File: config.mk
export PLATFORM = sky130hd
export DESIGN_NAME = rgb2ycbcr422
export DESIGN_NICKNAME = d
export VERILOG_FILES = /design/src/rtl/rgb2ycbcr422.sv
export SDC_FILE = /design/constraint.sdc
export NUM_CORES = 1
export LEC_CHECK = 0
export ABC_AREA = 0
export BUFFER_PORTS_ARGS = -buffer_cell sky130_fd_sc_hd__buf_2
export CELL_PAD_IN_SITES_DETAIL_PLACEMENT = 0
export CELL_PAD_IN_SITES_GLOBAL_PLACEMENT = 1
export CORE_MARGIN = 5
export CORE_UTILIZATION = 37
export CTS_BUF_LIST = sky130_fd_sc_hd__clkbuf_8
export CTS_CLUSTER_SIZE = 24
export DETAILED_ROUTE_END_ITERATION = 6
export PLACE_DENSITY = 0.66
export SYNTH_ARGS = -nofsm -noshare
export SYNTH_HDL_FRONTEND = slang
export SYNTH_SLANG_ARGS = --single-unit
File: constraint.sdc
create_clock -name clk -period 9.2 [get_ports clk]
set_input_delay 1.84 -clock clk [delete_from_list [all_inputs] [get_ports clk]]
set_output_delay 1.84 -clock clk [all_outputs]
set_load 0.01 [all_outputs]
File: src/rtl/rgb2ycbcr422.sv
// -----------------------------------------------------------------------------
// rgb2ycbcr422
//
// Converts 8-bit RGB pixels into BT.601 limited-range YCbCr and packs them into
// a 4:2:2 word stream (luma plus alternating Cb/Cr). It accepts one pixel per
// clock with no backpressure.
//
// Pipeline:
//   stage 1  multiply   : nine coefficient products (3 per component)
//   stage 2  sum        : per-component sum of products plus rounding constant
//   stage 3  round/clamp: arithmetic shift, offset, clamp to legal range
//   stage 4  pair       : even/odd pairing, chroma selection, word output
// The even word of a pair is output 4 cycles after its odd pixel is accepted,
// and the odd word follows one cycle later.
//
// Ports:
//   clk        pixel clock, rising edge
//   rst        asynchronous active-high reset
//   in_valid   pixel present this cycle
//   in_sol     first pixel of a line (qualified by in_valid), forces even phase
//   in_r/g/b   unsigned 8-bit RGB
//   out_valid  output word valid
//   out_y      luma sample (holds its value while out_valid=0)
//   out_c      chroma sample, Cb or Cr (holds its value while out_valid=0)
//   out_is_cb  1: out_c carries Cb (even word), 0: Cr (odd word)
//   out_sol    first word of a line, qualified by out_valid
//
// Build option:
//   RGB2YCBCR_CHROMA_AVG_EN  when defined, the chroma of a pair is the rounded
//                            average of both pixels (interstitial siting);
//                            otherwise the even pixel's chroma is used as-is
//                            (co-sited) and the odd pixel's chroma is dropped.
//                            Latency is identical in both builds.
// -----------------------------------------------------------------------------
module rgb2ycbcr422 (
    input  logic       clk,
    input  logic       rst,
    input  logic       in_valid,
    input  logic       in_sol,
    input  logic [7:0] in_r,
    input  logic [7:0] in_g,
    input  logic [7:0] in_b,
    output logic       out_valid,
    output logic [7:0] out_y,
    output logic [7:0] out_c,
    output logic       out_is_cb,
    output logic       out_sol
);

    // Component order: 0 = Y, 1 = Cb, 2 = Cr. Coefficients are scaled by 256.
    localparam int NCOMP = 3;

    localparam logic signed [17:0] COEF_R    [NCOMP] = '{ 18'sd66,  -18'sd38,  18'sd112};
    localparam logic signed [17:0] COEF_G    [NCOMP] = '{ 18'sd129, -18'sd74, -18'sd94 };
    localparam logic signed [17:0] COEF_B    [NCOMP] = '{ 18'sd25,   18'sd112, -18'sd18 };
    localparam logic signed [17:0] OFFSET    [NCOMP] = '{ 18'sd16,   18'sd128,  18'sd128};
    localparam logic signed [17:0] CLAMP_MIN [NCOMP] = '{ 18'sd16,   18'sd16,   18'sd16 };
    localparam logic signed [17:0] CLAMP_MAX [NCOMP] = '{ 18'sd235,  18'sd240,  18'sd240};

    // -------------------------------------------------------------------------
    // Control pipeline: valid and start-of-line travel alongside the data.
    // -------------------------------------------------------------------------
    logic s1_valid_d, s1_valid_q;
    logic s2_valid_d, s2_valid_q;
    logic s3_valid_d, s3_valid_q;
    logic s1_sol_d,   s1_sol_q;
    logic s2_sol_d,   s2_sol_q;
    logic s3_sol_d,   s3_sol_q;

    always_comb begin
        s1_valid_d = in_valid;
        s1_sol_d   = in_valid & in_sol;
        s2_valid_d = s1_valid_q;
        s2_sol_d   = s1_sol_q;
        s3_valid_d = s2_valid_q;
        s3_sol_d   = s2_sol_q;
    end

    always_ff @(posedge clk or posedge rst) begin
        if (rst) begin
            s1_valid_q <= 1'b0;
            s2_valid_q <= 1'b0;
            s3_valid_q <= 1'b0;
            s1_sol_q   <= 1'b0;
            s2_sol_q   <= 1'b0;
            s3_sol_q   <= 1'b0;
        end else begin
            s1_valid_q <= s1_valid_d;
            s2_valid_q <= s2_valid_d;
            s3_valid_q <= s3_valid_d;
            s1_sol_q   <= s1_sol_d;
            s2_sol_q   <= s2_sol_d;
            s3_sol_q   <= s3_sol_d;
        end
    end

    // -------------------------------------------------------------------------
    // Conversion datapath, one slice per component.
    // All intermediates fit in 18-bit signed: the largest magnitude is
    // 220*255 + 128 = 56228 for luma.
    // -------------------------------------------------------------------------
    logic [7:0] s3_comp [NCOMP];

    genvar gi;
    generate
        for (gi = 0; gi < NCOMP; gi++) begin : g_comp
            logic signed [17:0] prod_r_d, prod_r_q;
            logic signed [17:0] prod_g_d, prod_g_q;
            logic signed [17:0] prod_b_d, prod_b_q;
            logic signed [17:0] sum_d,    sum_q;
            logic signed [17:0] scaled;
            logic        [7:0]  res_d,    res_q;

            always_comb begin
                // Stage 1: products. Pixel values are zero-extended so the
                // multiply stays signed.
                prod_r_d = COEF_R[gi] * $signed({10'd0, in_r});
                prod_g_d = COEF_G[gi] * $signed({10'd0, in_g});
                prod_b_d = COEF_B[gi] * $signed({10'd0, in_b});

                // Stage 2: sum with half-LSB rounding constant.
                sum_d = prod_r_q + prod_g_q + prod_b_q + 18'sd128;

                // Stage 3: floor-divide by 256 (arithmetic shift), add the
                // component offset, then clamp into the legal range.
                scaled = (sum_q >>> 8) + OFFSET[gi];
                if (scaled < CLAMP_MIN[gi]) begin
                    res_d = CLAMP_MIN[gi][7:0];
                end else if (scaled > CLAMP_MAX[gi]) begin
                    res_d = CLAMP_MAX[gi][7:0];
                end else begin
                    res_d = scaled[7:0];
                end
            end

            always_ff @(posedge clk or posedge rst) begin
                if (rst) begin
                    prod_r_q <= '0;
                    prod_g_q <= '0;
                    prod_b_q <= '0;
                    sum_q    <= '0;
                    res_q    <= '0;
                end else begin
                    prod_r_q <= prod_r_d;
                    prod_g_q <= prod_g_d;
                    prod_b_q <= prod_b_d;
                    sum_q    <= sum_d;
                    res_q    <= res_d;
                end
            end

            assign s3_comp[gi] = res_q;
        end
    endgenerate

    logic [7:0] s3_y;
    logic [7:0] s3_cb;
    logic [7:0] s3_cr;

    assign s3_y  = s3_comp[0];
    assign s3_cb = s3_comp[1];
    assign s3_cr = s3_comp[2];

    // -------------------------------------------------------------------------
    // Pair stage.
    //   hold_*  : even pixel waiting for its odd partner
    //   pend_*  : odd word queued for the cycle after its even word
    //   odd_phase_q : next converted pixel is the odd member of a pair
    // A pending odd word can only coincide with a new even pixel, never with
    // another odd pixel or a flush, so one pending slot is sufficient.
    // -------------------------------------------------------------------------
    logic       odd_phase_d, odd_phase_q;
    logic       hold_valid_d, hold_valid_q;
    logic [7:0] hold_y_d,  hold_y_q;
    logic [7:0] hold_cb_d, hold_cb_q;
    logic [7:0] hold_cr_d, hold_cr_q;
    logic       hold_sol_d, hold_sol_q;
    logic       pend_valid_d, pend_valid_q;
    logic [7:0] pend_y_d, pend_y_q;
    logic [7:0] pend_c_d, pend_c_q;

    logic       out_valid_d, out_valid_q;
    logic [7:0] out_y_d,     out_y_q;
    logic [7:0] out_c_d,     out_c_q;
    logic       out_is_cb_d, out_is_cb_q;
    logic       out_sol_d,   out_sol_q;

    // Chroma delivered with a completed pair.
    logic [7:0] pair_cb;
    logic [7:0] pair_cr;

`ifdef RGB2YCBCR_CHROMA_AVG_EN
    // Rounded average with a 9-bit sum; the halved result always fits 8 bits.
    always_comb begin
        pair_cb = 8'(({1'b0, hold_cb_q} + {1'b0, s3_cb} + 9'd1) >> 1);
        pair_cr = 8'(({1'b0, hold_cr_q} + {1'b0, s3_cr} + 9'd1) >> 1);
    end
`else
    // Co-sited chroma: the even pixel supplies both Cb and Cr.
    always_comb begin
        pair_cb = hold_cb_q;
        pair_cr = hold_cr_q;
    end
`endif

    logic s3_is_even;
    assign s3_is_even = s3_sol_q | ~odd_phase_q;

    always_comb begin
        odd_phase_d  = odd_phase_q;
        hold_valid_d = hold_valid_q;
        hold_y_d     = hold_y_q;
        hold_cb_d    = hold_cb_q;
        hold_cr_d    = hold_cr_q;
        hold_sol_d   = hold_sol_q;
        pend_valid_d = pend_valid_q;
        pend_y_d     = pend_y_q;
        pend_c_d     = pend_c_q;
        out_valid_d  = 1'b0;
        out_y_d      = out_y_q;
        out_c_d      = out_c_q;
        out_is_cb_d  = 1'b0;
        out_sol_d    = 1'b0;

        if (s3_valid_q && s3_is_even) begin
            if (hold_valid_q) begin
                // Line ended with an unpaired even pixel: flush it alone
                // with its own Cb and keep its start-of-line marker.
                out_valid_d = 1'b1;
                out_y_d     = hold_y_q;
                out_c_d     = hold_cb_q;
                out_is_cb_d = 1'b1;
                out_sol_d   = hold_sol_q;
            end else if (pend_valid_q) begin
                out_valid_d  = 1'b1;
                out_y_d      = pend_y_q;
                out_c_d      = pend_c_q;
                pend_valid_d = 1'b0;
            end
            hold_valid_d = 1'b1;
            hold_y_d     = s3_y;
            hold_cb_d    = s3_cb;
            hold_cr_d    = s3_cr;
            hold_sol_d   = s3_sol_q;
            odd_phase_d  = 1'b1;
        end else if (s3_valid_q) begin
            // Odd partner arrived: emit the even word now, queue the odd word.
            out_valid_d  = 1'b1;
            out_y_d      = hold_y_q;
            out_c_d      = pair_cb;
            out_is_cb_d  = 1'b1;
            out_sol_d    = hold_sol_q;
            pend_valid_d = 1'b1;
            pend_y_d     = s3_y;
            pend_c_d     = pair_cr;
            hold_valid_d = 1'b0;
            odd_phase_d  = 1'b0;
        end else if (pend_valid_q) begin
            out_valid_d  = 1'b1;
            out_y_d      = pend_y_q;
            out_c_d      = pend_c_q;
            pend_valid_d = 1'b0;
        end
    end

    always_ff @(posedge clk or posedge rst) begin
        if (rst) begin
            odd_phase_q  <= 1'b0;
            hold_valid_q <= 1'b0;
            hold_y_q     <= '0;
            hold_cb_q    <= '0;
            hold_cr_q    <= '0;
            hold_sol_q   <= 1'b0;
            pend_valid_q <= 1'b0;
            pend_y_q     <= '0;
            pend_c_q     <= '0;
            out_valid_q  <= 1'b0;
            out_y_q      <= '0;
            out_c_q      <= '0;
            out_is_cb_q  <= 1'b0;
            out_sol_q    <= 1'b0;
        end else begin
            odd_phase_q  <= odd_phase_d;
            hold_valid_q <= hold_valid_d;
            hold_y_q     <= hold_y_d;
            hold_cb_q    <= hold_cb_d;
            hold_cr_q    <= hold_cr_d;
            hold_sol_q   <= hold_sol_d;
            pend_valid_q <= pend_valid_d;
            pend_y_q     <= pend_y_d;
            pend_c_q     <= pend_c_d;
            out_valid_q  <= out_valid_d;
            out_y_q      <= out_y_d;
            out_c_q      <= out_c_d;
            out_is_cb_q  <= out_is_cb_d;
            out_sol_q    <= out_sol_d;
        end
    end

    assign out_valid = out_valid_q;
    assign out_y     = out_y_q;
    assign out_c     = out_c_q;
    assign out_is_cb = out_is_cb_q;
    assign out_sol   = out_sol_q;

endmodule

* Yosys cells after proc, flatten, opt, wreduce, memory -nomap -nowiden
Cells that the tools add are included.
** Cells by class
- Add/sub/neg operators :: 12
- Multiply operators :: 9
- $lt $le $gt $ge :: 6
- Equal/unequal tests :: 1
- Multiplexer cells :: 28
- Bitwise logic cells :: 4
- Reductions and logical operators :: 3
** Operators by type and width (count)
- 2-to-1 mux 8 bit :: 14
- adder 18 bit :: 4
- adder 18 x 9 -> 18 bit, second input constant :: 3
- greater-than comparator 11 x 9 -> 1 bit, second input constant :: 3
- less-than comparator 11 x 6 -> 1 bit, second input constant :: 3
- multiplier 7 x 9 -> 16 bit, first input constant :: 2
- adder 10 x 9 -> 11 bit, second input constant :: 2
- multiplier 3 x 8 -> 11 bit, first input constant :: 2
- adder 18 x 14 -> 18 bit :: 1
- adder 18 x 17 -> 18 bit :: 1
- multiplier 8 x 8 -> 16 bit, first input constant :: 1
- multiplier 6 x 9 -> 15 bit, first input constant :: 1
- multiplier 5 x 9 -> 14 bit, first input constant :: 1
- multiplier 6 x 8 -> 14 bit, first input constant :: 1
- 2-to-1 mux 1 bit :: 14
- multiplier 5 x 8 -> 13 bit, first input constant :: 1
- adder 10 x 6 -> 11 bit, second input constant :: 1
- != test 2 bit, second input constant :: 1
- inverter 1 bit :: 2
- AND reduction 2 bit :: 1
- nonzero test 2 bit :: 1
- AND 1 bit :: 1
- logical AND 1 bit :: 1
- bitwise OR 1 bit :: 1
** Storage, ports and cells
- Register bits :: 288
- Input port bits :: 28
- Output and inout bits :: 19
- Word-level logic and storage cells :: 97

* Longest topological paths before layout
Gate-level depths: netlist (run 1).
- Depth after elaboration :: 5
- Mapped depth :: 17
- Depth with buffers taken out :: 17

* Worst setup path before layout (run 1)
Ideal clock, no wire load.
- Path kind :: input to register
- From :: input port in_g[4]
- To :: register g_comp[1].prod_g_q[13]
- Library setup time :: 80 ps
- Arrival time :: 5118 ps
- Data required time :: 9120 ps
- Setup slack :: 4002 ps
- Cell stages on the path :: 13
- Buffers on the path :: 0
- Cells stage by stage :: inv_1 -> ha_1 -> inv_1 -> fa_1 -> fa_1 -> inv_1 -> fa_1 -> inv_1 -> ha_1 -> a2111o_1 -> a31o_2 -> a21oi_1 -> xnor2_1
** Between the ends
- Cells in the longest elaborated chain, start to end :: 1
** Ends and longest elaborated chain
- from (decl) :: line 41 : input logic [7:0] in_g,
- multiplier 7 x 9 -> 16 bit :: line 118 : prod_g_d = COEF_G[gi] * $signed({10'd0, in_g});
- named net g_comp[1].prod_g_d[13] :: line 108 : logic signed [17:0] prod_g_d, prod_g_q;
- to (signal assigned) :: line 145 : prod_g_q <= prod_g_d;
- to (decl) :: line 108
The timed path passes the listed nets, and every way through them passes these cells.
A chain may end at the register's enable or synchronous reset.

* Worst setup path in the final report (run 1)
- From :: input port in_g[4]
- To :: register g_comp[1].prod_g_q[14]
The elaborated chain is that of the path after synthesis.

==> results of run 1 <==
==> layout by cell type, fill, tap and decap left out, types with 4 or more instances in the layout <==
master	Yosys	layout
sky130_fd_sc_hd__a21boi_0	4	4
sky130_fd_sc_hd__a21o_1	30	30
sky130_fd_sc_hd__a21oi_1	65	65
sky130_fd_sc_hd__a31oi_1	7	7
sky130_fd_sc_hd__and2_1	15	15
sky130_fd_sc_hd__and3_1	7	7
sky130_fd_sc_hd__buf_2	1	46
sky130_fd_sc_hd__buf_4	0	4
sky130_fd_sc_hd__clkbuf_8	0	58
sky130_fd_sc_hd__clkinv_2	0	4
sky130_fd_sc_hd__dfrtp_1	237	237
sky130_fd_sc_hd__fa_1	98	98
sky130_fd_sc_hd__ha_1	290	290
sky130_fd_sc_hd__inv_1	172	181
sky130_fd_sc_hd__mux2_2	40	40
sky130_fd_sc_hd__mux2i_1	17	17
sky130_fd_sc_hd__nand2_1	49	49
sky130_fd_sc_hd__nand2b_1	12	12
sky130_fd_sc_hd__nand3_1	18	18
sky130_fd_sc_hd__nor2_1	43	43
sky130_fd_sc_hd__nor2b_1	7	7
sky130_fd_sc_hd__nor3_1	20	20
sky130_fd_sc_hd__o21a_1	10	10
sky130_fd_sc_hd__o21ai_0	51	51
sky130_fd_sc_hd__o21bai_1	12	12
sky130_fd_sc_hd__xnor2_1	51	51
sky130_fd_sc_hd__xor2_1	29	29
==> worst max-delay path: stages <==
cell and delay [ns]:
sky130_fd_sc_hd__buf_2 0.22, sky130_fd_sc_hd__inv_1 0.09, sky130_fd_sc_hd__ha_1 0.36, sky130_fd_sc_hd__inv_1 0.08, sky130_fd_sc_hd__fa_1 0.49, sky130_fd_sc_hd__fa_1 0.54, sky130_fd_sc_hd__inv_1 0.05, sky130_fd_sc_hd__fa_1 0.53
sky130_fd_sc_hd__inv_1 0.04, sky130_fd_sc_hd__ha_1 0.34, sky130_fd_sc_hd__inv_1 0.07, sky130_fd_sc_hd__o21bai_1 0.07, sky130_fd_sc_hd__a21oi_1 0.23, sky130_fd_sc_hd__o21a_1 0.28, sky130_fd_sc_hd__nor4bb_1 0.08, sky130_fd_sc_hd__a211o_1 0.23
==> per-stage QoR <==
| stage | hold slack, ns | total power, mW | cell area, µm² |
|---|---|---|---|
| final | 0.346 | 5.91 | 17700 |
| after global routing | 0.357 | 6.57 | 17700 |
| after floorplan | 0.331 | 4.07 | 15800 |
| after global placement | 0.335 | 4.86 | 16700 |
| after detailed placement | 0.336 | 4.90 | 16700 |
| after CTS | 0.349 | 6.02 | 17700 |
==> where the power goes <==
| group | internal (mW) | switching, mW |
|---|---|---|
| Sequential | 1.47 | 0.258 |
| Combinational | 1.42 | 1.70 |
| Clock | 0.620 | 0.437 |
==> worst min path at each step <==
stage | startpoint | end | slack [ns] | cells past startpoint
finish | s1_sol_q | s2_sol_q | 0.35 | 0
global route | s1_sol_q | s2_sol_q | 0.36 | 0
CTS | s1_sol_q | s2_sol_q | 0.35 | 0
global placement | s2_sol_q | s3_sol_q | 0.34 | 0
detailed placement | s1_sol_q | s2_sol_q | 0.34 | 0
floorplan | s1_sol_q | s2_sol_q | 0.33 | 0
==> synthesized netlist by cell type (2+ instances only) <==
library cell,instances,share of area (%)
sky130_fd_sc_hd__a2111o_1,2,0.14
sky130_fd_sc_hd__a2111oi_0,3,0.17
sky130_fd_sc_hd__a211oi_1,2,0.095
sky130_fd_sc_hd__a21boi_0,4,0.19
sky130_fd_sc_hd__a21o_1,30,1.4
sky130_fd_sc_hd__a21oi_1,65,2.1
sky130_fd_sc_hd__a311oi_1,2,0.11
sky130_fd_sc_hd__a31oi_1,7,0.28
sky130_fd_sc_hd__a41oi_1,3,0.17
sky130_fd_sc_hd__and2_1,15,0.59
sky130_fd_sc_hd__and3_1,7,0.28
sky130_fd_sc_hd__clkbuf_1,15,0.36
sky130_fd_sc_hd__dfrtp_1,237,37
sky130_fd_sc_hd__fa_1,98,12
sky130_fd_sc_hd__ha_1,290,23
sky130_fd_sc_hd__inv_1,172,4.1
sky130_fd_sc_hd__mux2_2,40,2.8
sky130_fd_sc_hd__mux2i_1,17,1.1
sky130_fd_sc_hd__nand2_1,49,1.2
sky130_fd_sc_hd__nand2b_1,12,0.47
sky130_fd_sc_hd__nand3_1,18,0.57
sky130_fd_sc_hd__nand3b_1,3,0.14
sky130_fd_sc_hd__nand4_1,3,0.12
sky130_fd_sc_hd__nor2_1,43,1.0
sky130_fd_sc_hd__nor2b_1,7,0.28
sky130_fd_sc_hd__nor3_1,20,0.63
sky130_fd_sc_hd__nor3b_1,2,0.095
sky130_fd_sc_hd__nor4_1,3,0.12
sky130_fd_sc_hd__nor4bb_1,3,0.19
sky130_fd_sc_hd__o21a_1,10,0.47
sky130_fd_sc_hd__o21ai_0,51,1.6
sky130_fd_sc_hd__o21ai_1,2,0.063
sky130_fd_sc_hd__o21bai_1,12,0.57
sky130_fd_sc_hd__o311ai_0,3,0.17
sky130_fd_sc_hd__o31ai_1,2,0.095
sky130_fd_sc_hd__o41ai_1,2,0.11
sky130_fd_sc_hd__or2_2,3,0.12
sky130_fd_sc_hd__xnor2_1,51,2.8
sky130_fd_sc_hd__xor2_1,29,1.6
==> registers in the layout, summed over array words and instances (netlist names), 24 cells and up <==
name / count
g_comp.prod_g_q: 43
g_comp.res_q: 24
g_comp.sum_q: 30
g_comp.prod_r_q: 37
g_comp.prod_b_q: 35
==> logic make-up (layout without fill, tap and decap cells) <==
kind of cell             after synthesis  after routing  share of synthesized area, %
AND/OR/NAND/NOR                      191            191                          5.96
adder cells (fa/ha/maj)              388            388                          35.3
flip-flops                           237            237                          37.4
AO/OA/AOI/OAI                        213            213                          8.50
other                                  0              2                             0
multiplexers                          57             57                          3.92
XOR/XNOR                              80             80                          4.42
buffers and inverters                188            299                          4.46
==> per-layer routing <==
metal / wire length, µm / part of all wire, %
met1: 15200 / 46
met4: 754 / 2.3
met3: 1170 / 3.6
met2: 15600 / 48
met5: 0 / 0
==> final cells by class <==
| type | count | area share, % |
|---|---|---|
| inverter | 172 | 3.70 |
| tap | 539 | 3.82 |
| sequential | 237 | 33.6 |
| clock inverter | 19 | 0.821 |
| multi-input combinational | 929 | 52.1 |
| antenna | 2 | 0.0283 |
| clock buffer | 58 | 4.52 |
| timing repair buffer | 50 | 1.47 |
==> out/qor.yml, run 1 <==
dieArea_um2: 47000
global_route.overflow_total: 0
post_synth_num_cell_types: 56
reg2reg_depth: 10
ys.flop_type: "sky130_fd_sc_hd__dfrtp_1"
vias_in_the_first_global_route: 10288
synthesis.nets: 1770
clock_insertion_delay_at_the_later_pin_of_the_skew_report_ns: 0.57
post_route_skew_ns: 0.0282
holdBufCountCts: 0
grt_util_met2_pct: 24.4
ir_drop_v: 0.000172
grt_max_degree: 103
max-cap-violations: 0
grt_setup_unrepaired: "false"
initial_core_utilization_pct: 37.6
startpoint_type: "primary input"
final_core_util_pct: 41.9
synthCells: 1354
synth_edf_count: 0
final-setup-viol-count: 0
status: "completed"
clock_sink_count: 237
critical_path_peak_fanout: 10
report.final.hold_viol_count: 0
grt_util_met3_pct: 2.50
data_arrival_critical_path_ns: 5.56
drive_gt1_share_pct: 11.5
ant_nets: 0
clk_root_buffer_cell: "sky130_fd_sc_hd__clkbuf_8"
grt.busiest_layer: "met2"
route.vias.total: 9533
wl_um: 32700
setup-tns-final_ns: 0
routability_congestion_estimate: 0.793
timing.critical_path.required_ns: 9.65
ctsHtreeMaxLevel: 2
detailed_place_hpwl_um: 26100
synth-seq-cells: 237
share_of_flip_flops_with_an_asynchronous_set_or_reset_after_synthesis_pct: 100
critical_path.endpoint: "g_comp[1].prod_g_q[14]"
synthToLayoutAreaGrowth_pct: 11.6
clkSlewWorstSetupHoldPaths_ns: 0.06
post_drt_wl_per_cell_um: 16.3
synthesis.yosys.warnings: 0
post-place-ws_ns: 3.53
dpl.cell_count: 1927
io_pins: 47
max_slew.worst_pin.slew_ns: 1.04
cts_resized: 0
grt.total_usage_pct: 14.4
cts-root-to-sink-buffers: 3
cts_inserted_buffers: 44
regToRegSetupSlack_ns: 5.90
layout.area.seq_um2: 5930
max-slew-margin-rel_pct: 30.7
place.port_buffers: 46
nFillCells: 4060
ys_seq_area_share_pct: 37.4
grt_first_pass_wirelength_um: 54300
report.final.slew_viol_count: 0
die_h_um: 217
cts.repair_timing.setup_buffer_count: 0
die_width_um: 217
drc: 0
avgSynthCellArea_um2: 11.7
firstDrtPassIters: 4
gr-usage-met1_pct: 19.1
total_leakage_power_nw: 8.93
crit-reg2reg-launch: "g_comp[0].prod_g_q[3]"
core_region_area_um2: 42100
final.period_utilization_pct: 55.5
multi_input_comb_area_um2: 9210
total_number_of_placement_rows: 75
fin_ws_ns: 4.09
instances_no_fill: 2006
viasPerCell: 4.75
initialDrtViolationCount: 380
period_minus_slack_ns: 5.11
timing.hold.worst.class: "reg2reg"
powerDensity_nw_per_um2: 335
worst_r2r_endpoint: "g_comp[0].sum_q[16]"
tritoncts_clock_tree: "yes"
worst-setup-path-type: "in2reg"
number_of_antenna_violations_at_the_first_check_in_global_routing: 4
max_clock_freq_ghz: 0.196
crit_start: "in_g[4]"
netlist_area_um2: 15800
final_nets: 1850
worst_setup_path_end_kind: "flop"
Power figures use the tool's default switching activity.
==> run 2: changes to the inputs <==
--- a/config.mk
+++ b/config.mk
@@ -5,7 +5,7 @@
 export SDC_FILE = /design/constraint.sdc
 export NUM_CORES = 1
 export LEC_CHECK = 0
-export ABC_AREA = 0
+export ABC_AREA = 1
 export BUFFER_PORTS_ARGS = -buffer_cell sky130_fd_sc_hd__buf_2
 export CELL_PAD_IN_SITES_DETAIL_PLACEMENT = 0
 export CELL_PAD_IN_SITES_GLOBAL_PLACEMENT = 1
@@ -14,7 +14,7 @@
 export CTS_BUF_LIST = sky130_fd_sc_hd__clkbuf_8
 export CTS_CLUSTER_SIZE = 24
 export DETAILED_ROUTE_END_ITERATION = 6
-export PLACE_DENSITY = 0.66
+export PLACE_DENSITY = 0.68
 export SYNTH_ARGS = -nofsm -noshare
 export SYNTH_HDL_FRONTEND = slang
 export SYNTH_SLANG_ARGS = --single-unit
==> constraint.sdc (replaced) <==
create_clock -name clk -period 5 [get_ports clk]
set_input_delay 1 -clock clk [delete_from_list [all_inputs] [get_ports clk]]
set_output_delay 1 -clock clk [all_outputs]
set_load 0.01 [all_outputs]
==> out/qor.yml, run 2 <==
status: "completed"
report.final.hold_viol_count: 0  # unchanged
worst_setup_path_end_kind: "flop"
fin_ws_ns: 1.06  # -3.03 ns
clkSlewWorstSetupHoldPaths_ns: 0.06  # about the same
die_width_um: 224  # +3.2%
cts-root-to-sink-buffers: 3  # unchanged
switching_share_pct: 47.6  # +7.1 points
registers.top_by_ff_count: "g_comp.prod_g_q"
powerDensity_nw_per_um2: 665  # +99%
cts_inserted_buffers: 41  # -6.8%
synth_top_cell_by_area: "sky130_fd_sc_hd__dfrtp_1"
max-cap-violations: 0  # unchanged
startpoint_type: "primary input"
synthesis.yosys.warnings: 0  # unchanged
tritoncts_clock_tree: "yes"
core_region_area_um2: 45300  # +7.5%
synthToLayoutAreaGrowth_pct: 11.2
most-common-layout-cells: "sky130_fd_sc_hd__nand2_1 (317), sky130_fd_sc_hd__ha_1 (290), sky130_fd_sc_hd__inv_1 (284), sky130_fd_sc_hd__dfrtp_1 (237), sky130_fd_sc_hd__fa_1 (98)"
synth-seq-cells: 237  # unchanged
post_drt_wl_per_cell_um: 15.7  # -3.7%
detailed_place_hpwl_um: 32100  # +23%
total_leakage_power_nw: 10.1  # +13%
place.port_buffers: 46  # unchanged
period_minus_slack_ns: 3.94
wl_um: 38800  # +19%
final.period_utilization_pct: 78.8
synth_top_cells_by_area: "sky130_fd_sc_hd__dfrtp_1 (35%), sky130_fd_sc_hd__ha_1 (21%), sky130_fd_sc_hd__fa_1 (12%)"
max_clock_freq_ghz: 0.254
p_total_mw: 12.5  # +110%
dpl.cell_count: 2397  # +24%
final_core_util_pct: 41.5  # -0.43 points
die_h_um: 224  # +3.2%
report.final.slew_viol_count: 0  # unchanged
max_slew.worst_pin.slew_ns: 0.770  # -0.269 ns
initialDrtViolationCount: 493  # +30%
number_of_antenna_violations_at_the_first_check_in_global_routing: 1  # -3
final_nets: 2256  # +22%
highest_layer: "met4"
met1_length_um: 18700  # +24%
netSwitchingPower_mw: 5.96  # +150%
initial_core_utilization_pct: 37.3  # -0.25 points
grt_first_pass_wirelength_um: 64700  # +19%
p_seq_share_pct: 25.0  # -4.3 points
ys_seq_area_share_pct: 35.1  # -2.4 points
synth_common_cells: "sky130_fd_sc_hd__nand2_1 (317), sky130_fd_sc_hd__ha_1 (290), sky130_fd_sc_hd__inv_1 (279)"
post-place-ws_ns: 0.485  # -3.04 ns
biggestRegsByFlops: "g_comp.prod_g_q: 43 flops, g_comp.prod_r_q: 37 flops, g_comp.prod_b_q: 35 flops"
dieArea_um2: 50100  # +6.4%
post_route_skew_ns: 0.0137  # -0.0145 ns
drive_gt1_share_pct: 8.07  # -3.4 points
global_route.overflow_total: 0  # unchanged
route.vias.total: 11539  # +21%
final_common_cell: "sky130_fd_sc_hd__nand2_1"
clock_sink_count: 237  # unchanged
p_int_mw: 6.55  # +86%
synth_edf_count: 0  # unchanged
nFillCells: 4485  # +10%
ir_drop_v: 0.000373  # +120%
clk_root_buffer_cell: "sky130_fd_sc_hd__clkbuf_8"
total_number_of_placement_rows: 78  # +4.0%
grt_setup_unrepaired: "false"
holdBufCountCts: 0  # unchanged
routed-wl-met3_um: 1140  # -2.4%
worst-setup-path-type: "in2reg"
final-setup-viol-count: 0  # unchanged
holdWs_ns: 0.347  # +0.000582 ns
share_of_flip_flops_with_an_asynchronous_set_or_reset_after_synthesis_pct: 100  # unchanged
number_of_flip_flops_in_the_largest_register: 43  # unchanged
power_frac_comb_pct: 59.9  # +7.1 points
routability_congestion_estimate: 0.879  # +11%
synth_most_common_cell: "sky130_fd_sc_hd__nand2_1"
yosysTopAreaCellShare_pct: 35.1  # -2.4 points
critical_path_peak_fanout: 8  # -2
cts_resized: 0  # unchanged
ctsHtreeMaxLevel: 2  # unchanged
post_dp_cell_area_um2: 17900  # +7.0%
dr_wl_met2_um: 18000  # +15%
firstDrtPassIters: 4  # unchanged
timing.hold.worst.class: "reg2reg"
synthCells: 1757  # +30%
multi_input_comb_area_um2: 9870  # +7.2%
post_synth_num_cell_types: 35  # -38%
timing.critical_path.required_ns: 5.43  # -4.22 ns
ys.flop_type: "sky130_fd_sc_hd__dfrtp_1"
vias_in_the_first_global_route: 12096  # +18%
instances_no_fill: 2472  # +23%
io_pins: 47  # unchanged
netlist_area_um2: 16900  # +6.8%
data_arrival_critical_path_ns: 4.37  # -1.19 ns
viasPerCell: 4.67  # -1.8%
max-slew-margin-rel_pct: 48.6  # +18 points
p_clk_share_pct: 15.1  # -2.8 points
grt.total_usage_pct: 16.0  # +1.5 points
cts.repair_timing.setup_buffer_count: 0  # unchanged
avgSynthCellArea_um2: 9.63  # -18%
layout.area.seq_um2: 5930  # unchanged
setup-tns-final_ns: 0  # unchanged
synthesis.nets: 2173  # +23%
drc: 0  # unchanged
ant_nets: 0  # unchanged
clock_insertion_delay_at_the_later_pin_of_the_skew_report_ns: 0.55  # -0.02 ns
finish.instance_area_um2: 18800  # +6.4%
grt_max_degree: 140  # +36%
run 2: power groups by stage:
stage          Combinational [mW]  Sequential [mW]  Clock (mW)
4_1_cts                      7.54             3.15        1.96
5_1_grt                      8.76             3.21        2.05
2_1_floorplan                5.59             3.01           0
3_3_place_gp                 7.46             3.17           0
3_5_place_dp                 7.46             3.18           0
6_report                     7.49             3.12        1.89
run 2: layout make-up:
| cell class | instances | area share, % |
|---|---|---|
| flip-flops and latches | 237 | 31.5 |
| multi-input cells | 1229 | 52.5 |
| clock inverters | 22 | 1.05 |
| clock buffers | 51 | 3.73 |
| diodes | 2 | 0.0266 |
| well taps | 600 | 3.99 |
| inverters | 281 | 5.63 |
| repair buffers | 50 | 1.52 |
run 2: worst paths after layout:
path | slack, ns | to | start | cells past startpoint
max reg2reg | 2.24 | g_comp[0].sum_q[16] | g_comp[0].prod_r_q[9] | 9
min in group asynchronous | 0.46 | pend_y_q[6] | rst | 2
max | 1.06 | g_comp[1].prod_g_q[13] | in_g[1] | 16
max in group asynchronous | 3.48 | g_comp[2].prod_b_q[12] | rst | 3
min | 0.35 | s2_sol_q | s1_sol_q | 0
min reg2reg | 0.35 | s2_sol_q | s1_sol_q | 0
run 2: cell families (layout without fill, tap and decap cells):
kind of cell	count (synthesis)	count (layout)	synth area share [%]
flip-flops	237	237	35.1
multiplexers	24	24	1.60
adder cells (fa/ha/maj)	388	388	33.1
buffers and inverters	291	404	6.57
other	0	2	0
AND/OR/NAND/NOR	536	536	13.5
AO/OA/AOI/OAI	220	220	7.09
XOR/XNOR	61	61	3.16
run 2: metal layers:
layer / vias up / GRT usage (%)
met3: 50 / 2.29
met2: 166 / 26.3
met4: 0 / 3.99
met1: 5411 / 22.3
met5: - / 0
li1: 5912 / -
run 2: critical path: stages:
cell,delay (ns)
sky130_fd_sc_hd__buf_2,0.19
sky130_fd_sc_hd__inv_1,0.06
sky130_fd_sc_hd__ha_1,0.34
sky130_fd_sc_hd__fa_1,0.50
sky130_fd_sc_hd__fa_1,0.55
sky130_fd_sc_hd__inv_1,0.05
sky130_fd_sc_hd__fa_1,0.52
sky130_fd_sc_hd__inv_1,0.04
sky130_fd_sc_hd__ha_1,0.35
sky130_fd_sc_hd__inv_1,0.08
sky130_fd_sc_hd__o21ai_0,0.24
sky130_fd_sc_hd__nand2_1,0.08
sky130_fd_sc_hd__nand3_1,0.14
sky130_fd_sc_hd__nand2_1,0.08
sky130_fd_sc_hd__nand3_1,0.07
sky130_fd_sc_hd__nand2_1,0.06
==> run 3: changes to the inputs <==
==> constraint.sdc (replaced) <==
create_clock -name clk -period 3.8 [get_ports clk]
set_input_delay 0.76 -clock clk [delete_from_list [all_inputs] [get_ports clk]]
set_output_delay 0.76 -clock clk [all_outputs]
set_load 0.01 [all_outputs]
==> out/qor.yml, run 3 (synthesized netlist as in run 2, its figures left out) <==
worst_r2r_endpoint: "g_comp[0].sum_q[16]"
powerDensity_nw_per_um2: 866  # +30%
hp-start: "in_valid"
wl_um: 39200  # +1.1%
holdBufCountCts: 0  # unchanged
clk_root_buffer_cell: "sky130_fd_sc_hd__clkbuf_8"
route.vias.total: 11868  # +2.9%
biggestRegsByFlops: "g_comp.prod_g_q: 43 flops, g_comp.prod_r_q: 37 flops, g_comp.prod_b_q: 35 flops"
cts-root-to-sink-buffers: 3  # unchanged
timing.critical_path.required_ns: 4.23  # -1.20 ns
ctsHtreeMaxLevel: 2  # unchanged
grt_first_pass_wirelength_um: 65200  # +0.82%
grt_max_degree: 66  # -53%
drc: 0  # unchanged
io_pins: 47  # unchanged
critical-path-top-cell-by-count: "sky130_fd_sc_hd__nand2_1"
total_number_of_placement_rows: 78  # unchanged
post_dp_cell_area_um2: 18300  # +2.2%
ant_nets: 0  # unchanged
initial_core_utilization_pct: 37.3  # unchanged
die_h_um: 224  # unchanged
worst-path-buf-inv: 4  # -1
timing.hold.worst_endpoint: "s1_valid_q"
timing.hold.worst_path_depth: 1  # +1
clock_sink_count: 237  # unchanged
tritoncts_clock_tree: "yes"
core_region_area_um2: 45300  # unchanged
viasPerCell: 4.72  # +1.1%
instances_no_fill: 2516  # +1.8%
detailed_place_hpwl_um: 32600  # +1.7%
most-common-layout-cells: "sky130_fd_sc_hd__nand2_1 (317), sky130_fd_sc_hd__inv_1 (289), sky130_fd_sc_hd__ha_1 (289), sky130_fd_sc_hd__dfrtp_1 (237), sky130_fd_sc_hd__fa_1 (98)"
report.final.hold_viol_count: 0  # unchanged
crit-reg2reg-launch: "g_comp[0].prod_r_q[9]"
data_arrival_critical_path_ns: 3.89  # -0.48 ns
final_common_cell: "sky130_fd_sc_hd__nand2_1"
grt.total_usage_pct: 16.1  # +0.14 points
vias_in_the_first_global_route: 12388  # +2.4%
worst-setup-path-type: "in2reg"
die_width_um: 224  # unchanged
total_leakage_power_nw: 10.3  # +2.2%
synthToLayoutAreaGrowth_pct: 13.2
cts.repair_timing.setup_buffer_count: 0  # unchanged
firstDrtPassIters: 5  # +1
registers.top_by_ff_count: "g_comp.prod_g_q"
max_clock_freq_ghz: 0.289
cts_resized: 0  # unchanged
crit_chain: "buf_2, buf_4, ha_1, fa_1, inv_1, fa_1, fa_1, inv_1, ha_1, nand3_1, nand3_1, nand2_1, nand2_1, nand2_1, nand2_1, nand2_1, nand2_1"
critical_path_peak_fanout: 8  # unchanged
report.final.slew_viol_count: 0  # unchanged
post_drt_wl_per_cell_um: 15.6  # -0.64%
ir_drop_v: 0.000468  # +25%
critical-path-max-stage-delay_ns: 0.56  # about the same
dieArea_um2: 50100  # unchanged
period_minus_slack_ns: 3.46
worst_setup_path_end_kind: "flop"
reg2reg_depth: 9  # unchanged
clkSlewWorstSetupHoldPaths_ns: 0.06  # about the same
max_slew.worst_pin.slew_ns: 0.881  # +0.110 ns
max-cap-violations: 0  # unchanged
timing.hold.worst.class: "in2reg"
routability_congestion_estimate: 0.894  # +1.6%
dpl.cell_count: 2444  # +2.0%
worst_path_max_delay_cell: "sky130_fd_sc_hd__fa_1"
number_of_flip_flops_in_the_largest_register: 43  # unchanged
post_route_skew_ns: 0.0207  # +0.00695 ns
global_route.overflow_total: 0  # unchanged
drive_gt1_share_pct: 10.0  # +2.0 points
final.period_utilization_pct: 91.1
number_of_antenna_violations_at_the_first_check_in_global_routing: 0  # -1
clock_insertion_delay_at_the_later_pin_of_the_skew_report_ns: 0.55  # about the same
cp_top_family: "adder cells"
startpoint_type: "primary input"
final_nets: 2303  # +2.1%
initialDrtViolationCount: 675  # +37%
cts_inserted_buffers: 41  # unchanged
final-setup-viol-count: 0  # unchanged
grt_setup_unrepaired: "false"
max-slew-margin-rel_pct: 41.2  # -7.5 points
place.port_buffers: 46  # unchanged
cell_count_along_the_critical_path: 17  # +1
finish.instance_area_um2: 19100  # +1.8%
regToRegSetupSlack_ns: 1.06  # -1.18 ns
status: "completed"
[run 3: cell types whose count changed in the layout (fill, tap and decap cells not counted), sizes merged]
cell,change
buf,+47
clkinvlp,+1
diode,-1
clkinv,-4
inv,+3
clkbuf,-2
[run 3: how the worst max path moves through the flow]
stage | from | end | slack, ns
CTS | in_g[4] | g_comp[1].prod_g_q[11] | 0.35
finish | in_g[4] | g_comp[1].prod_g_q[16] | 0.34
detailed placement | in_g[4] | g_comp[1].prod_g_q[11] | -0.23
global route | in_g[4] | g_comp[1].prod_g_q[11] | 0.12
global placement | in_g[5] | g_comp[1].prod_g_q[16] | -0.17
floorplan | rst | g_comp[0].prod_b_q[0] | -0.07
[run 3: final cells by class]
type / count / area (µm²)
antenna: 1 / 2.50
clock buffer: 49 / 674
clock inverter: 22 / 179
fill: 4441 / 26100
inverter: 281 / 1060
multi-input combinational: 1229 / 9880
sequential: 237 / 5930
tap: 600 / 751
timing repair buffer: 97 / 663
[run 3: worst reg2reg max path, stage by stage, from the launching register on]
cell and delay, ns:
sky130_fd_sc_hd__dfrtp_1 0.39, sky130_fd_sc_hd__fa_1 0.48, sky130_fd_sc_hd__ha_1 0.36, sky130_fd_sc_hd__ha_1 0.39
sky130_fd_sc_hd__a21oi_1 0.35, sky130_fd_sc_hd__o21ai_0 0.18, sky130_fd_sc_hd__a21oi_1 0.28, sky130_fd_sc_hd__nand2_1 0.10
sky130_fd_sc_hd__nand2_1 0.06, sky130_fd_sc_hd__nand2_1 0.05
[run 3: power by group]
| group | internal (mW) | switching [mW] |
|---|---|---|
| sequential | 3.52 | 0.592 |
| combinational | 3.83 | 6.23 |
| clock | 1.37 | 1.02 |
| total | 8.73 | 7.84 |
[run 3: stage by stage]
| step | hold WS (ns) | setup TNS, ns | power (mW) | util (%) | setup WS [ns] |
|---|---|---|---|---|---|
| 2_1_floorplan | 0.331 | -15.61 | 11.3 | - | -0.0659 |
| 3_3_place_gp | 0.345 | -0.844 | 14.2 | 40.4 | -0.169 |
| 3_5_place_dp | 0.342 | -1.62 | 14.2 | 40.4 | -0.231 |
| 4_1_cts | 0.294 | 0 | 16.7 | 42.3 | 0.352 |
| 5_1_grt | 0.304 | 0 | 18.5 | 42.3 | 0.120 |
| 6_report | 0.337 | 0 | 16.6 | 42.3 | 0.338 |
[run 3: per-layer routing]
metal	share of wire, %	track usage, %	up-vias
li1	-	-	6003
met1	48	22.3	5614
met2	47	27.2	208
met3	3.4	2.10	43
met4	1.7	3.62	0
met5	0	0	-
